$ cat src/rtl/fetch_pkg.sv
// Shared constants and types for the instruction fetch controller.
// The optional call/return stack is enabled by defining FETCH_CALL_RET_EN.
package fetch_pkg;

   localparam int ADDR_W      = 8;
   localparam int INSTR_W     = 16;
   localparam int STACK_DEPTH = 4;
   localparam int STACK_PTR_W = 2;

   localparam logic [3:0] OP_JMP  = 4'hC;
   localparam logic [3:0] OP_CALL = 4'hD;
   localparam logic [3:0] OP_RET  = 4'hE;

   localparam logic [0:0] ST_FETCH = 1'b0;
   localparam logic [0:0] ST_ISSUE = 1'b1;

   typedef logic [ADDR_W-1:0]  addr_t;
   typedef logic [INSTR_W-1:0] instr_t;

   // Observation port: FSM state plus return-stack occupancy flags.
   typedef struct packed {
      logic [0:0] state;
      logic       stack_empty;
      logic       stack_full;
   } fetch_dbg_t;

   function automatic logic [3:0] opcode_of(input instr_t word);
      return word[INSTR_W-1:INSTR_W-4];
   endfunction

endpackage

$ cat src/rtl/fetch_ctrl_if.sv
// Memory read bus and decode issue handshake of the fetch controller.
interface fetch_ctrl_if;
   import fetch_pkg::*;

   // memReq/memReady: memReq holds with a stable memAddr until the cycle
   // memReady=1; memData is valid in that same cycle.
   // instrValid/instrReady: instr is transferred in a cycle where both are 1;
   // while instrValid=1 and instrReady=0, instr holds its value.
   logic   memReq;
   addr_t  memAddr;
   logic   memReady;
   instr_t memData;
   logic   instrValid;
   instr_t instr;
   logic   instrReady;

   modport master (
      output memReq, memAddr, instrValid, instr,
      input  memReady, memData, instrReady
   );

   modport slave (
      input  memReq, memAddr, instrValid, instr,
      output memReady, memData, instrReady
   );

endinterface

$ cat src/rtl/fetch_ctrl_ret_stack.sv
// Four-entry circular return-address stack; only built when FETCH_CALL_RET_EN
// is defined. A push when full overwrites the oldest entry; popping empty reads 0.
module ret_stack
   import fetch_pkg::*;
(
   input  logic  clk,
   input  logic  resetN,
   input  logic  push,
   input  logic  pop,
   input  addr_t din,
   output addr_t dout,
   output logic  empty,
   output logic  full
);

   addr_t                  mem [STACK_DEPTH];
   logic [STACK_PTR_W-1:0] top;
   logic [STACK_PTR_W:0]   count;

   assign empty = (count == '0);
   assign full  = (count == (STACK_PTR_W+1)'(STACK_DEPTH));
   assign dout  = empty ? '0 : mem[top];

   // Pointer wrap is what overwrites the oldest entry once the stack is full.
   always_ff @(posedge clk or negedge resetN) begin
      if (!resetN) begin
         top   <= '0;
         count <= '0;
         for (int i = 0; i < STACK_DEPTH; i++) begin
            mem[i] <= '0;
         end
      end else if (push) begin
         mem[top + 1'b1] <= din;
         top             <= top + 1'b1;
         if (!full) begin
            count <= count + 1'b1;
         end
      end else if (pop && !empty) begin
         top   <= top - 1'b1;
         count <= count - 1'b1;
      end
   end

endmodule

$ cat src/rtl/fetch_ctrl.sv
// Instruction fetch controller: fetches one word at pcValue, issues it to
// decode, then steers the PC. Define FETCH_CALL_RET_EN for CALL/RET support.
module fetch_ctrl
   import fetch_pkg::*;
(
   input  logic        clk,
   input  logic        resetN,
   input  addr_t       pcValue,
   output logic        pcHold,
   output logic        pcJump,
   output addr_t       pcJumpLine,
   input  logic        exJump,
   input  addr_t       exTarget,
   fetch_ctrl_if.master bus,
   output fetch_dbg_t  dbg
);

   logic [0:0] state;
   logic [0:0] state_nxt;
   instr_t     instr_q;
   logic       fetch_st;
   logic       issue_st;
   logic       capture;
   logic       accept;
   logic [3:0] op;
   logic       stack_empty;
   logic       stack_full;

   assign fetch_st = resetN && (state == ST_FETCH);
   assign issue_st = resetN && (state == ST_ISSUE);
   // A redirect in the same cycle wins over both capture and accept.
   assign capture  = fetch_st && bus.memReady && !exJump;
   assign accept   = issue_st && bus.instrReady && !exJump;
   assign op       = opcode_of(instr_q);

`ifdef FETCH_CALL_RET_EN
   logic  is_call;
   logic  is_ret;
   addr_t ret_addr;

   assign is_call = accept && (op == OP_CALL);
   assign is_ret  = accept && (op == OP_RET);

   ret_stack u_ret_stack (
      .clk    (clk),
      .resetN (resetN),
      .push   (is_call),
      .pop    (is_ret),
      .din    (pcValue + 8'd1),
      .dout   (ret_addr),
      .empty  (stack_empty),
      .full   (stack_full)
   );
`else
   assign stack_empty = 1'b1;
   assign stack_full  = 1'b0;
`endif

   always_comb begin
      state_nxt = state;
      if (exJump) begin
         state_nxt = ST_FETCH;
      end else if (capture) begin
         state_nxt = ST_ISSUE;
      end else if (accept) begin
         state_nxt = ST_FETCH;
      end
   end

   always_ff @(posedge clk or negedge resetN) begin
      if (!resetN) begin
         state   <= ST_FETCH;
         instr_q <= '0;
      end else begin
         state <= state_nxt;
         if (capture) begin
            instr_q <= bus.memData;
         end
      end
   end

   // PC steering: hold by default, release for exactly one cycle per accept.
   always_comb begin
      pcHold     = 1'b1;
      pcJump     = 1'b0;
      pcJumpLine = '0;
      if (resetN && exJump) begin
         pcJump     = 1'b1;
         pcJumpLine = exTarget;
      end else if (accept) begin
         case (op)
            OP_JMP: begin
               pcJump     = 1'b1;
               pcJumpLine = instr_q[ADDR_W-1:0];
            end
`ifdef FETCH_CALL_RET_EN
            OP_CALL: begin
               pcJump     = 1'b1;
               pcJumpLine = instr_q[ADDR_W-1:0];
            end
            OP_RET: begin
               pcJump     = 1'b1;
               pcJumpLine = ret_addr;
            end
`endif
            default: begin
               pcHold = 1'b0;
            end
         endcase
      end
   end

   assign bus.memReq     = fetch_st;
   assign bus.memAddr    = resetN ? pcValue : '0;
   assign bus.instrValid = issue_st;
   assign bus.instr      = instr_q;

   assign dbg.state       = state;
   assign dbg.stack_empty = stack_empty;
   assign dbg.stack_full  = stack_full;

endmodule

$ cat src/flat_wrapper.sv
// flat-port wrapper written by rule: the top's interface ports become plain ports
module fetch_ctrl_flat import fetch_pkg::*;
  (clk, resetN, pcValue, pcHold, pcJump, pcJumpLine, exJump, exTarget, dbg, bus_memReq, bus_memAddr, bus_instrValid, bus_instr, bus_memReady, bus_memData, bus_instrReady);
  fetch_ctrl_if bus_i ();
  input  logic clk;
  input  logic resetN;
  input  addr_t pcValue;
  output logic pcHold;
  output logic pcJump;
  output addr_t pcJumpLine;
  input  logic exJump;
  input  addr_t exTarget;
  output fetch_dbg_t dbg;
  output wire logic [$bits(bus_i.memReq)-1:0] bus_memReq;
  output wire logic [$bits(bus_i.memAddr)-1:0] bus_memAddr;
  output wire logic [$bits(bus_i.instrValid)-1:0] bus_instrValid;
  output wire logic [$bits(bus_i.instr)-1:0] bus_instr;
  input wire logic [$bits(bus_i.memReady)-1:0] bus_memReady;
  input wire logic [$bits(bus_i.memData)-1:0] bus_memData;
  input wire logic [$bits(bus_i.instrReady)-1:0] bus_instrReady;
  assign bus_memReq = bus_i.memReq;
  assign bus_memAddr = bus_i.memAddr;
  assign bus_instrValid = bus_i.instrValid;
  assign bus_instr = bus_i.instr;
  assign bus_i.memReady = bus_memReady;
  assign bus_i.memData = bus_memData;
  assign bus_i.instrReady = bus_instrReady;
  fetch_ctrl u_core (.clk(clk), .resetN(resetN), .pcValue(pcValue), .pcHold(pcHold), .pcJump(pcJump), .pcJumpLine(pcJumpLine), .exJump(exJump), .exTarget(exTarget), .bus(bus_i), .dbg(dbg));
endmodule
$ cat config.mk
export PLATFORM = sky130hd
export DESIGN_NAME = fetch_ctrl_flat
export DESIGN_NICKNAME = d
export VERILOG_FILES = /design/src/rtl/fetch_pkg.sv /design/src/rtl/fetch_ctrl_if.sv /design/src/rtl/fetch_ctrl_ret_stack.sv /design/src/rtl/fetch_ctrl.sv /design/src/flat_wrapper.sv
export SDC_FILE = /design/constraint.sdc
export NUM_CORES = 1
export LEC_CHECK = 0
export CELL_PAD_IN_SITES_DETAIL_PLACEMENT = 1
export CELL_PAD_IN_SITES_GLOBAL_PLACEMENT = 1
export CORE_MARGIN = 4
export CORE_UTILIZATION = 23
export DETAILED_ROUTE_END_ITERATION = 16
export GPL_TIMING_DRIVEN = 0
export PLACE_DENSITY = 0.82
export SYNTH_ARGS = -nofsm -noshare
export SYNTH_HDL_FRONTEND = slang
export SYNTH_SLANG_ARGS = --single-unit
$ cat constraint.sdc
create_clock -name clk -period 2.1 [get_ports clk]
set_clock_uncertainty 0.2 [all_clocks]
set_input_delay 0.21 -clock clk [delete_from_list [all_inputs] [get_ports clk]]
set_output_delay 0.21 -clock clk [all_outputs]
set_load 0.05 [all_outputs]
==> results.json <==
{
  "status": "finished clean",
  "dpl.hpwl_mm": 2.77,
  "critical_path_class": "reg -> out",
  "hp-class": "in -> reg",
  "grt_antenna_before_repair": 0,
  "cpPeakStageDelay_ns": 0.79,
  "reg2reg_slack_ns": 0.39,
  "ant_nets": 0,
  "port_buffers": 73,
  "drive_above_1_share_pct": 29.5,
  "track_usage_pct": 13.1,
  "viasPerCell": 4.39,
  "syn-num-nets": 124,
  "static-leakage-power_nw": 0.820,
  "synth.top_cell.area_share_pct": 43.7,
  "vdd_drop_max_mv": 0.435,
  "fin_crit_sh_pct": 95.6,
  "wl_per_cell_um": 15.5,
  "cts_buffers": 3,
  "synth_area_leaders": "dfrtp_1 (44%), mux2_4 (15%), mux2_2 (6.9%)",
  "cts.clk_slew.worst_paths_ns": 0.06,
  "overflow": 0,
  "yosysSeqAreaShare_pct": 43.7,
  "die_y_um": 73.1,
  "setup-violations-final": 0,
  "ios": 76,
  "cpMaxStageDelayCell": "clkdlybuf4s50_1",
  "tns_ns": 0,
  "synth_warnings": 0,
  "slew_viol_final": 0,
  "htreeDepth": 1,
  "finalHoldWorstSlack_ns": 0.160,
  "hold_viol_final": 0,
  "path_cells": "buf_4, clkdlybuf4s50_1",
  "die-area_mm2": 0.00534,
  "worstSetupStartpointType": "flop",
  "finalPower_mw": 1.44,
  "synth_top_cell_by_area": "dfrtp_1",
  "tightest_slew_ns": 0.750,
  "clock-sinks": 17,
  "cp-end-kind": "primary output",
  "drc_errors": 0,
  "finish.instance_area_mm2": 0.00184,
  "std_cell_rows": 23,
  "yosys-top-cells-count": "dfrtp_1 (17), mux2_4 (10), and2_1 (9)",
  "fp.coreArea_mm2": 0.00406,
  "synth.most_common_cell": "dfrtp_1",
  "period_needed_ns": 2.01,
  "critPathTopFamily": "buffers and inverters",
  "cp.required_ns": 1.69,
  "fp.dieW_um": 73.1,
  "cts_buffer_depth": 2,
  "start_util_pct": 24.0,
  "grt_pass1_vias": 1070,
  "critPathBufInv": 2,
  "power_density_mw_per_mm2": 781,
  "synth-edff-count": 0,
  "critPathMaxFanout": 7,
  "syn_area_um2": 973,
  "ys.flop_type": "dfrtp_1",
  "async_flop_share_pct": 100,
  "routed_wl_mm": 3.35,
  "num_vias": 949,
  "n_antenna_cell": 0,
  "layout.nets": 204,
  "cts_root_buffer": "clkbuf_8",
  "yosysUniqueCellTypes": 21,
  "ys_ff_latch": 17,
  "fin_cells": 216,
  "max_freq_mhz": 498,
  "postSynthCellCount": 87,
  "placedCellCount": 210,
  "grt_max_degree": 18,
  "placed_cell_area_mm2": 0.00181,
  "first_pass_iters": 4,
  "grt_pass1_wl_mm": 5.40,
  "insertion_delay_ns": 0.24,
  "drv_cap": 0,
  "cts_tree": "yes",
  "routabilityCongestion": 0.756,
  "rsz0062_at_grt": "no",
  "relSlewSlack_pct": 49.8,
  "worstPathArrival_ns": 1.60,
  "syn_to_final_growth_pct": 88.8,
  "drt-initial-drc-count": 13,
  "syn_avg_cell_area_um2": 11.2
}
registers in the layout (all words and copies together) (netlist names):
| register | flops |
|---|---|
| u_core.state | 1 |
| u_core.bus.instr | 16 |
per-layer routing:
metal | track usage (%) | vias to the layer above | part of all wire [%]
met5 | 0 | - | 0
met4 | 3.69 | 0 | 1.3
met3 | 3.58 | 4 | 9.9
met2 | 24.1 | 46 | 53
met1 | 14.6 | 448 | 36
li1 | - | 451 | -
layout make-up:
cell class	instances	area (um2)
plain buffers	8	57.6
clock buffers	4	45.0
fillers	465	2220
inverters	8	30.0
multi-input cells	53	514
flip-flops and latches	17	425
well taps	50	62.6
repair buffers	76	703
per-stage QoR:
step	util (%)	setup slack, ns
global route	45.3	0.0103
finish	45.3	0.0915
CTS	45.4	0.00398
global placement	44.5	-1.52
detailed placement	44.5	-1.60
floorplan	-	-0.215
worst min-delay path, stage by stage:
cell and delay (ns):
buf_2 0.15, a21bo_2 0.14, a21oi_1 0.06
cell usage in the layout (no fill, tap or decap):
cell	n
conb_1	2
nand3_1	8
buf_4	5
nand2b_1	1
o21ai_1	1
nor2b_1	1
buf_6	2
dlygate4sd3_1	1
nand4bb_4	1
clkbuf_2	1
dlygate4sd2_1	9
inv_1	8
a21bo_2	1
mux2_2	6
nand4b_1	1
o31ai_2	8
clkdlybuf4s50_1	52
nand2_1	1
clkbuf_8	3
nand3b_1	1
mux2_4	10
buf_2	9
and2_1	9
dfrtp_1	17
clkbuf_1	3
clkdlybuf4s15_2	3
and4bb_1	1
a21oi_1	1
power by group:
group,internal [mW],switching [mW],total [mW]
logic,0.298,0.443,0.741
clock network,0.134,0.0998,0.234
registers,0.397,0.0636,0.460
kinds of logic (layout without fill, tap and decap cells):
kind of cell	Yosys count	in the layout	share of synthesized area, %
AND/OR/NAND/NOR	24	24	15.7
multiplexers	16	16	22.4
other	2	2	0.771
flip-flops	17	17	43.7
AO/OA/AOI/OAI	11	11	8.23
buffers and inverters	17	96	9.25
repair_timing:
action	in CTS	in global routing
pin swaps	1	0
gates resized for setup	65	1
hold buffers	1	0
hold endpoints to repair	17	0
endpoints found under the setup margin	36	1
buffers inserted	2	0
worst paths after layout:
check | from | end | depth (start not counted)
setup reg to reg | u_core.state$_DFFE_PN0P_ | u_core.bus.instr[1]$_DFFE_PN0P_ | 4
min in group asynchronous | resetN | u_core.bus.instr[10]$_DFFE_PN0P_ | 2
setup / recovery | u_core.state$_DFFE_PN0P_ | dbg[2] | 2
max in group asynchronous | resetN | u_core.bus.instr[12]$_DFFE_PN0P_ | 2
hold reg to reg | u_core.bus.instr[10]$_DFFE_PN0P_ | u_core.bus.instr[10]$_DFFE_PN0P_ | 1
hold / removal | resetN | u_core.state$_DFFE_PN0P_ | 3
Note: power is estimated with default switching activity, not from simulation.
